## config.mk

```make
export PLATFORM = sky130hd
export DESIGN_NAME = mem_arbiter
export DESIGN_NICKNAME = d
export VERILOG_FILES = /design/src/rtl/mem_arbiter.sv
export SDC_FILE = /design/constraint.sdc
export NUM_CORES = 1
export LEC_CHECK = 0
export ABC_AREA = 1
export ABC_CLOCK_PERIOD_IN_PS = 1600
export CAP_MARGIN = 20
export CORE_MARGIN = 2
export CORE_UTILIZATION = 44
export CTS_BUF_LIST = sky130_fd_sc_hd__clkbuf_16
export DETAILED_ROUTE_END_ITERATION = 6
export PLACE_DENSITY = 0.8
export SYNTH_ARGS = -nofsm -noshare
export SYNTH_HDL_FRONTEND = slang
export SYNTH_SLANG_ARGS = --single-unit
```

## constraint.sdc

```tcl
create_clock -name clk_i -period 1.6 [get_ports clk_i]
set_clock_uncertainty 0.05 [all_clocks]
set_input_delay 0.16 -clock clk_i [delete_from_list [all_inputs] [get_ports clk_i]]
set_output_delay 0.16 -clock clk_i [all_outputs]
set_load 0.03 [all_outputs]
```

## src/rtl/mem_arbiter.sv

```systemverilog
// Two-port round-robin front end for one memory port; one transaction in flight, every output a flop.
// Request sampled at edge N: mem_valid_o in the following cycle, ready pulse two cycles later; losers hold valid and wait.
module mem_arbiter #(
  parameter int WIDTH      = 8,
  parameter int ADDR_WIDTH = 3,
  parameter int TIMEOUT    = 15
) (
  input  logic                  clk_i,
  input  logic                  rst_i,

  input  logic                  p0_valid_i,
  input  logic                  p0_wr_rd_i,
  input  logic [ADDR_WIDTH-1:0] p0_addr_i,
  input  logic [WIDTH-1:0]      p0_w_data_i,
  output logic                  p0_ready_o,
  output logic                  p0_err_o,
  output logic [WIDTH-1:0]      p0_r_data_o,

  input  logic                  p1_valid_i,
  input  logic                  p1_wr_rd_i,
  input  logic [ADDR_WIDTH-1:0] p1_addr_i,
  input  logic [WIDTH-1:0]      p1_w_data_i,
  output logic                  p1_ready_o,
  output logic                  p1_err_o,
  output logic [WIDTH-1:0]      p1_r_data_o,

  output logic                  mem_valid_o,
  output logic                  mem_wr_rd_o,
  output logic [ADDR_WIDTH-1:0] mem_addr_o,
  output logic [WIDTH-1:0]      mem_w_data_o,
  input  logic [WIDTH-1:0]      mem_r_data_i,
  input  logic                  mem_ready_i,

  output logic                  busy_o,
  output logic                  grant_o
);

  localparam int CW = $clog2(TIMEOUT + 1);
  localparam logic [CW-1:0] CNT_LAST = CW'(TIMEOUT - 1);
  localparam logic [CW-1:0] CNT_MAX  = CW'(TIMEOUT);

  typedef enum logic [1:0] {
    IDLE  = 2'd0,
    ISSUE = 2'd1,
    WAIT  = 2'd2,
    RESP  = 2'd3
  } state_t;

  state_t                state_q, state_d;
  logic [CW-1:0]         cnt_q, cnt_d;
  logic                  last_grant_q, last_grant_d;
  logic                  grant_q, grant_d;
  logic                  busy_q, busy_d;
  logic                  mem_valid_q, mem_valid_d;
  logic                  mem_wr_rd_q, mem_wr_rd_d;
  logic [ADDR_WIDTH-1:0] mem_addr_q, mem_addr_d;
  logic [WIDTH-1:0]      mem_w_data_q, mem_w_data_d;
  logic [1:0]            ready_q, ready_d;
  logic [1:0]            err_q, err_d;
  logic [WIDTH-1:0]      p0_r_data_q, p0_r_data_d;
  logic [WIDTH-1:0]      p1_r_data_q, p1_r_data_d;
  logic                  win;

  // On a tie the port that did not win last time goes next.
  assign win = (p0_valid_i & p1_valid_i) ? ~last_grant_q : p1_valid_i;

  always_comb begin
    state_d      = state_q;
    cnt_d        = cnt_q;
    last_grant_d = last_grant_q;
    grant_d      = grant_q;
    mem_valid_d  = mem_valid_q;
    mem_wr_rd_d  = mem_wr_rd_q;
    mem_addr_d   = mem_addr_q;
    mem_w_data_d = mem_w_data_q;
    ready_d      = 2'b00;
    err_d        = 2'b00;
    p0_r_data_d  = p0_r_data_q;
    p1_r_data_d  = p1_r_data_q;

    unique case (state_q)
      IDLE: begin
        if (p0_valid_i | p1_valid_i) begin
          grant_d      = win;
          last_grant_d = win;
          mem_valid_d  = 1'b1;
          mem_wr_rd_d  = win ? p1_wr_rd_i  : p0_wr_rd_i;
          mem_addr_d   = win ? p1_addr_i   : p0_addr_i;
          mem_w_data_d = win ? p1_w_data_i : p0_w_data_i;
          state_d      = ISSUE;
        end
      end
      ISSUE: begin
        mem_valid_d = 1'b0;
        cnt_d       = '0;
        state_d     = WAIT;
      end
      WAIT: begin
        // A memory response in the same cycle as the timeout wins.
        if (mem_ready_i) begin
          ready_d[grant_q] = 1'b1;
          if (!mem_wr_rd_q) begin
            if (grant_q) p1_r_data_d = mem_r_data_i;
            else         p0_r_data_d = mem_r_data_i;
          end
          state_d = RESP;
        end else if (cnt_q == CNT_LAST) begin
          cnt_d            = CNT_MAX;
          ready_d[grant_q] = 1'b1;
          err_d[grant_q]   = 1'b1;
          if (grant_q) p1_r_data_d = '0;
          else         p0_r_data_d = '0;
          state_d = RESP;
        end else begin
          cnt_d = cnt_q + 1'b1;
        end
      end
      RESP: begin
        state_d = IDLE;
      end
      default: begin
        state_d = IDLE;
      end
    endcase

    busy_d = (state_d != IDLE);
  end

  always_ff @(posedge clk_i or posedge rst_i) begin
    if (rst_i) begin
      state_q      <= IDLE;
      cnt_q        <= '0;
      last_grant_q <= 1'b1;
      grant_q      <= 1'b0;
      busy_q       <= 1'b0;
      mem_valid_q  <= 1'b0;
      mem_wr_rd_q  <= 1'b0;
      mem_addr_q   <= '0;
      mem_w_data_q <= '0;
      ready_q      <= 2'b00;
      err_q        <= 2'b00;
      p0_r_data_q  <= '0;
      p1_r_data_q  <= '0;
    end else begin
      state_q      <= state_d;
      cnt_q        <= cnt_d;
      last_grant_q <= last_grant_d;
      grant_q      <= grant_d;
      busy_q       <= busy_d;
      mem_valid_q  <= mem_valid_d;
      mem_wr_rd_q  <= mem_wr_rd_d;
      mem_addr_q   <= mem_addr_d;
      mem_w_data_q <= mem_w_data_d;
      ready_q      <= ready_d;
      err_q        <= err_d;
      p0_r_data_q  <= p0_r_data_d;
      p1_r_data_q  <= p1_r_data_d;
    end
  end

  assign p0_ready_o   = ready_q[0];
  assign p1_ready_o   = ready_q[1];
  assign p0_err_o     = err_q[0];
  assign p1_err_o     = err_q[1];
  assign p0_r_data_o  = p0_r_data_q;
  assign p1_r_data_o  = p1_r_data_q;
  assign mem_valid_o  = mem_valid_q;
  assign mem_wr_rd_o  = mem_wr_rd_q;
  assign mem_addr_o   = mem_addr_q;
  assign mem_w_data_o = mem_w_data_q;
  assign busy_o       = busy_q;
  assign grant_o      = grant_q;

endmodule
```

* Word level (Yosys, flattened, before mapping)
Cells that the tools add are included.
** Cells by class
- Add/subtract/negate cells :: 1
- Muxes and demuxes :: 30
- Bitwise gates (word level) :: 4
- $lt $le $gt $ge :: 2
- Reduce and logical (&&, ||, !) cells :: 11
- Equality and inequality tests :: 7
** Operators with widths (number)
- 8-bit two-way mux :: 11
- 2-bit two-way mux :: 8
- 4-bit two-way mux :: 2
- 2-bit case mux with 4 select lines :: 1
- 4-bit case mux with 2 select lines :: 1
- 4-bit AND reduction :: 2
- 2-bit nonzero test :: 4
- 2-bit inequality test (second input constant) :: 3
- 2-bit AND reduction :: 3
- 4-bit by 1-bit adder with 4-bit output (second input constant) :: 1
- 2-bit == test (second input constant) :: 2
- 4-bit == test (second input constant) :: 1
- 1-bit two-way mux :: 4
- 3-bit two-way mux :: 1
- 2-bit by 1-bit == test with 1-bit output (second input constant) :: 1
- 2-bit logical NOT :: 1
- 1-bit by 2-bit < comparator with 1-bit output (second input constant) :: 1
- 1-bit inverter :: 2
- 1-bit case mux with 2 select lines :: 1
- 1-bit bitwise AND :: 1
- 1-bit demux with 1-bit select :: 1
- 1-bit greater-or-equal comparator (second input constant) :: 1
- 1-bit logical AND :: 1
- 1-bit OR :: 1
** Storage, ports and cells
- Register bits :: 42
- Logic and storage cells :: 68
- Output and inout port bits :: 35

* Logic depth before layout (Yosys ltp)
- Depth after elaboration :: 7
- Mapped depth :: 7
- Depth with buffers taken out :: 7

* Least setup slack after synthesis
Ideal clock, no wire load.
- Path kind :: register -> register
- Start :: reg cnt_q[0]
- End :: reg p1_r_data_q[0], in the netlist p1_r_data_o[0]
- Stages on the path, launching flop included :: 8
- Slack :: 310 ps
- Data required time :: 1432 ps
- Period minus slack after synthesis :: 1290 ps
- Data arrival time :: 1123 ps
- Path through :: dfrtp_1 > inv_1 > ha_1 > nand3_1 > nand2_1 > nand3_2 > nand2_1 > nand2_1
** Between the ends
- Cells in the longest elaborated chain, start to end :: 3
** Ends and longest elaborated chain
- from (decl) :: RTL line 50 : logic [CW-1:0] cnt_q, cnt_d;
- from (signal assigned) :: RTL line 146 : cnt_q <= cnt_d;
- 4-bit == test :: RTL line 107 : end else if (cnt_q == CNT_LAST) begin
- 2-bit nonzero test (no line)
- 4-bit AND reduction (no line)
- to (signal assigned) :: RTL line 157 : p1_r_data_q <= p1_r_data_d;
- to (decl) :: RTL line 61 : logic [WIDTH-1:0] p1_r_data_q, p1_r_data_d;
Every way passes these cells.
A chain may end at the register's enable or synchronous reset.

* Final worst setup path
- Start :: reg mem_w_data_q[5], in the netlist mem_w_data_o[5]
- End :: out mem_w_data_o[5]
** RTL lines
- from (decl) :: RTL line 57 : logic [WIDTH-1:0] mem_w_data_q, mem_w_data_d;
- from (signal assigned) :: RTL line 153 : mem_w_data_q <= mem_w_data_d;
- to (decl) :: RTL line 30 : output logic [WIDTH-1:0] mem_w_data_o,
No word-level cell between the ends.

==> metrics.yaml <==
place:
  dpl-instance-area_mm2: 0.00273
  io_buffers: 71
  place_congestion: 0.836
  post-place-ws_ps: 32.3
  dp_hpwl_um: 3430
finish:
  final_util_pct: 68.1
  drive_above_1_share_pct: 8.65
  final_area_mm2: 0.00292
  num_antenna_cells: 0
  finalNetCount: 350
  syn2layout_area_growth_pct: 51.9
  fillCellCount: 369
clock_network:
  cts_tree: "yes"
  cts_root_buffer: "clkbuf_16"
  htreeDepth: 2
  clk_pin_slew_ps: 60
  cts_buffers: 5
  cts.sinks: 42
  clockBufferDepth: 2
  insertion_delay_ps: 280
  postCtsSetupRepairBufs: 0
timing:
  period_needed_ps: 1540
  finalSetupViolCount: 0
  slew_headroom_pct: 75.8
  fin_crit_sh_pct: 96.5
  finalWorstSetupSlack_ps: 55.6
  slew_viol_final: 0
  max_freq_mhz: 648
  finalHoldViolations: 0
  worst_slew_pin_slew_ps: 362
floorplan:
  die_area_mm2: 0.00492
  die_h_um: 70.2
  core_region_area_mm2: 0.00429
  pin_count: 72
  initial_core_util_pct: 44.8
  die_w_um: 70.2
  rows: 24
synth:
  synth_nets: 273
  synth_most_common_cell: "nand2_1"
  synthTopCellsByArea: "dfrtp_1 (53%), nand2_1 (22%), nand4_1 (5.8%)"
  ys_top_cells_by_count: "nand2_1 (114), dfrtp_1 (41), nand4_1 (18)"
  synthesis.instances: 234
  ys_ff_latch: 42
  syn_area_per_cell_um2: 8.23
  seq_area_frac_synth_pct: 54.6
  synth_top_area_share_pct: 53.3
  ys_types: 23
  yosys_warnings: 0
  synth_top_area_cell: "dfrtp_1"
  async_flop_share_pct: 100
  ys.flop_type: "dfrtp_1"
  synth-edff-count: 0
  syn-cell-area_mm2: 0.00193
route:
  initialDrtViolationCount: 150
  viasPerCell: 5.03
  via_count: 1832
  postRouteAntennaNets: 0
  post-route-drc-count: 0
  postRouteWirelength_um: 4860
  dr.pass1.iters: 4
  wire_per_inst_um: 13.3
run:
  maxCapViolCount: 0
global_routing:
  grt_max_degree: 43
  grt_pass1_wl_um: 8050
  grt_antenna_before_repair: 0
  grt_usage_pct: 20.6
  grt-ovfl-total: 0
  grt_pass1_vias: 1794
worst_setup_path:
  path_buf_inv: 1
  crit_cells: 1
  path_delay_family: "buffers and inverters"
  critical_path_class: "register to output port"
  cp_max_fo: 2
  reg2regPathDepth: 7
  crit_chain: "clkdlybuf4s50_1"
  worst-endpoint-required_ps: 1390
  cp-end-kind: "output port"
  max_stage_delay_ps: 690
  worstSetupStartpointType: "register"
  crit_slowest_cell: "clkdlybuf4s50_1"
  worstPathArrival_ps: 1330
hold_path:
  hold_class: "primary input to async pin"
power_and_ir_drop:
  max-vdd-ir-drop_uv: 999
  p_leak_uw: 0.00146
  power_density_mw_per_mm2: 1960
outcome:
  status: "finished clean"
==> final timing paths <==
check / start / endpoint / slack, ps
max: mem_w_data_o[5] / mem_w_data_o[5] / 60
min: rst_i / p1_r_data_o[6] / 170
max reg2reg: cnt_q[0] / p0_r_data_o[5] / 120
min reg2reg: p0_r_data_o[3] / p0_r_data_o[3] / 420
max in group asynchronous: rst_i / last_grant_q / 1080
min in group clk_i: p0_r_data_o[3] / p0_r_data_o[3] / 420
==> logic make-up (layout without fill, tap and decap cells) <==
family,Yosys count,after routing,share of synthesized area [%]
simple gates,162,162,37.6
flops,42,42,54.6
buf+inv,22,100,4.87
fa+ha+maj,2,2,1.30
compound gates,6,6,1.62
==> layer usage <==
metal,vias to the layer above,track usage (%),wire length [um]
met5,-,0,0
met4,0,7.05,66
met3,6,6.20,380
met2,71,32.8,2360
met1,851,27.0,2050
li1,904,-,-
==> where the power goes <==
part	switching, uW	leakage (uW)	internal (uW)
registers	281	0.000530	1510
clock network	411	0.0000812	730
logic	1710	0.000845	1100
==> worst min-delay path: stages <==
cell and delay, ps:
clkdlybuf4s50_1 410, clkinv_1 80, buf_12 230
==> per-stage QoR <==
step | hold WS [ps] | setup TNS, ps | power, uW | instances
after CTS | 191 | 0 | 5730 | 364
after detailed placement | 408 | 0 | 4590 | 356
final | 169 | 0 | 5740 | 364
after floorplan | 259 | 0 | 3420 | 234
after global placement | 404 | 0 | 4520 | 356
after global routing | 198 | -56.3 | 6070 | 364
==> timing repair <==
| item | CTS | global route |
|---|---|---|
| setup endpoints to repair | 0 | 18 |
| gates resized for setup | 0 | 5 |
| hold buffers | 0 | 0 |
==> layout make-up <==
class | instances | area (um^2) | share of cell area, %
Sequential cell | 42 | 1050 | 36.0
Multi-Input combinational cell | 170 | 802 | 27.4
Timing Repair Buffer | 80 | 793 | 27.1
Clock buffer | 5 | 125 | 4.28
Tap cell | 52 | 65.1 | 2.23
Inverter | 12 | 45.0 | 1.54
Clock inverter | 3 | 41.3 | 1.41
==> registers in the layout, indices dropped and copies added, names as in the netlist <==
register,flops
busy_o,1
cnt_q,4
err_q,2
grant_o,1
last_grant_q,1
mem_addr_o,3
mem_valid_o,1
mem_w_data_o,8
mem_wr_rd_o,1
p0_r_data_o,8
p1_r_data_o,8
ready_q,2
state_q,2
==> cell usage in the layout, fill, tap and decap left out <==
| master | n |
|---|---|
| nor2_2 | 1 |
| dfstp_2 | 1 |
| dfrtp_1 | 41 |
| bufinv_16 | 1 |
| buf_4 | 8 |
| inv_1 | 11 |
| clkinv_1 | 1 |
| nor2_1 | 6 |
| o21ai_0 | 4 |
| o22ai_1 | 1 |
| ha_1 | 2 |
| dlymetal6s2s_1 | 1 |
| clkdlybuf4s50_1 | 70 |
| nor3_2 | 1 |
| nand3_1 | 15 |
| a21oi_1 | 1 |
| nand4_1 | 18 |
| nand2_2 | 2 |
| inv_2 | 1 |
| nand3_4 | 2 |
| nand2_1 | 113 |
| nor2_8 | 1 |
| or2_1 | 1 |
| nand3b_2 | 1 |
| clkinvlp_4 | 1 |
| clkbuf_16 | 5 |
| buf_12 | 1 |
| nand3_2 | 1 |
No activity file was read; power rests on OpenSTA's default activity.
==> RTL edit: new RTL, config.mk and constraints unchanged <==
Take the reset off `mem_w_data_q`, `p0_r_data_q` and `p1_r_data_q` and load them in a clocked block of their own.
--- a/src/rtl/mem_arbiter.sv
+++ b/src/rtl/mem_arbiter.sv
@@ -136,11 +136,8 @@
       mem_valid_q  <= 1'b0;
       mem_wr_rd_q  <= 1'b0;
       mem_addr_q   <= '0;
-      mem_w_data_q <= '0;
       ready_q      <= 2'b00;
       err_q        <= 2'b00;
-      p0_r_data_q  <= '0;
-      p1_r_data_q  <= '0;
     end else begin
       state_q      <= state_d;
       cnt_q        <= cnt_d;
@@ -150,12 +147,15 @@
       mem_valid_q  <= mem_valid_d;
       mem_wr_rd_q  <= mem_wr_rd_d;
       mem_addr_q   <= mem_addr_d;
-      mem_w_data_q <= mem_w_data_d;
       ready_q      <= ready_d;
       err_q        <= err_d;
-      p0_r_data_q  <= p0_r_data_d;
-      p1_r_data_q  <= p1_r_data_d;
     end
+  end
+
+  always_ff @(posedge clk_i) begin
+    mem_w_data_q <= mem_w_data_d;
+    p0_r_data_q  <= p0_r_data_d;
+    p1_r_data_q  <= p1_r_data_d;
   end
 
   assign p0_ready_o   = ready_q[0];
Function: changed (a bounded check fails within 4 cycles, from zero or initial values and one cycle with rst_i high).
==> RTL edit against the unedited design <==
Cell area decreased by 3.3%. Sequential cell count is the same. Total power fell by 24%. Critical path type is now register to register. Clock power decreased by 5%. Wire length down 21%. Critical endpoint is now p0_r_data_o[5]. Register-to-register slack got worse by 0.08 ns. Setup slack worse by 0.019 ns. Sequential share of layout area increased by 5.5 points. Non-clock buffer count grew 3. First-iteration DRC count shrank 46%. Synthesized cell count fell by 26%. Synthesized area shrank 8.4%. Combinational power down 42%.
==> RTL edit: results (changes against the unedited design) <==
Yosys
  – Synth Flop Type: edfxtp_1
  – Compound-Gate Fraction of Synth Area: 0.0142 (-0.00206)
  – Register area share after synthesis: 0.665 (+0.118)
  – Syn_nets: 213 (-22%)
  – Top cells by area, synth: edfxtp_1, dfrtp_1, nand2_1
  – Synth Area in Adders: 0.0142 (+0.00119)
  – Async set or reset register ratio after synthesis: 0.429 (-0.571)
  – Post-synth EDFFs: 24 (+24)

Routing
  – Initial DRC count: 81 (-46%)
  – DR vias/cell: 4.63 (-8.1%)

Status
  – Result of the run: finished clean

Setup path
  – Delay-heaviest family, CP: simple AND/OR/NAND/NOR gates
  – Worst EP arrival: 1.50 ns (+0.17 ns)
  – Slowest CP cell: dfrtp_1

Placement
  – Placer Congestion: 0.770 (-7.9%)
  – Dpl cell area: 2600 um^2 (-4.8%)
  – Setup WS pre-CTS: -0.00153 ns (-0.0338 ns)
  – Dpl hpwl: 2880 um (-16%)

Finish
  – Fraction of layout cells with a size suffix above 1: 0.137 (+0.0503)
  – Layout fillers: 297 (-20%)

GRT
  – GRT Overall Usage: 0.178 (-0.0283)
  – Number of global-route vias before repair: 1375 (-23%)
  – Largest net degree at the start of global routing: 13 (-70%)

Pwr
  – Cell-internal power: 2.85 mW (-15%)
  – LEAKAGE: 1.32 nW (-9.2%)
-- RTL edit: area by class of cell --
type,count,area (um^2),share of cell area
well taps,50,62.6,0.0221
repair buffers,83,810,0.286
clock inverters,3,37.5,0.0133
flip-flops and latches,42,1170,0.415
inverters,29,109,0.0385
clock buffers,5,125,0.0443
multi-input cells,101,510,0.181
-- RTL edit: path summary, 6_finish.rpt --
check | endpoint | slack [ns] | cells after the start
worst max-delay path | p0_r_data_o[5] | 0.04 | 7
max in group asynchronous | ready_q[1] | 0.98 | 3
min in group clk_i | mem_addr_o[2] | 0.43 | 2
worst min-delay path | mem_addr_o[2] | 0.08 | 2
worst max register to register | p0_r_data_o[5] | 0.04 | 7
worst min register to register | mem_addr_o[2] | 0.43 | 2
-- RTL edit: timing repair --
action                                  in CTS  in global routing
endpoints found under the setup margin      17                 17
cloned                                       0                  0
resized for setup                            3                  9
buffers inserted                             0                  2
pin swaps                                    0                  2
-- RTL edit: layer usage --
layer,up-vias,global-route usage,share of wire
met2,53,0.324,0.54
li1,722,-,-
met3,7,0.0400,0.060
met1,666,0.189,0.38
met4,0,0.0995,0.021
met5,-,0,0
-- RTL edit: power by group through the flow --
stage	registers, mW	logic, mW	clock network (mW)
after floorplan	2.01	0.509	0
after global placement	1.63	1.53	0
after detailed placement	1.64	1.56	0
after CTS	1.62	1.58	1.11
after global routing	1.65	1.77	1.15
final	1.63	1.63	1.08
-- RTL edit: worst reg2reg max path, cell delays in order (launching register included) --
cell and delay, ns:
dfrtp_1 0.42, inv_2 0.10, ha_4 0.15, nand3_4 0.08
nand2_2 0.12, nand3_2 0.09, nor2_2 0.13, buf_6 0.15
-- RTL edit: cells by family (layout without fill, tap and decap cells) --
group           count (synthesis)  count (layout)
buf+inv                        31             120
fa+ha+maj                       2               2
flops                          42              42
compound gates                  5               5
simple gates                   94              94
-- RTL edit: metrics by stage --
step | hold slack [ns] | instances | utilization | power (mW) | TNS [ns]
5_1_grt | 0.133 | 313 | 0.717 | 4.57 | -0.282
3_5_place_dp | 0.385 | 303 | 0.660 | 3.20 | -0.0115
4_1_cts | 0.0846 | 311 | 0.703 | 4.30 | -0.00915
3_3_place_gp | 0.385 | 303 | 0.660 | 3.16 | 0
2_1_floorplan | 0.0478 | 174 | - | 2.52 | 0
6_report | 0.0794 | 313 | 0.717 | 4.34 | 0
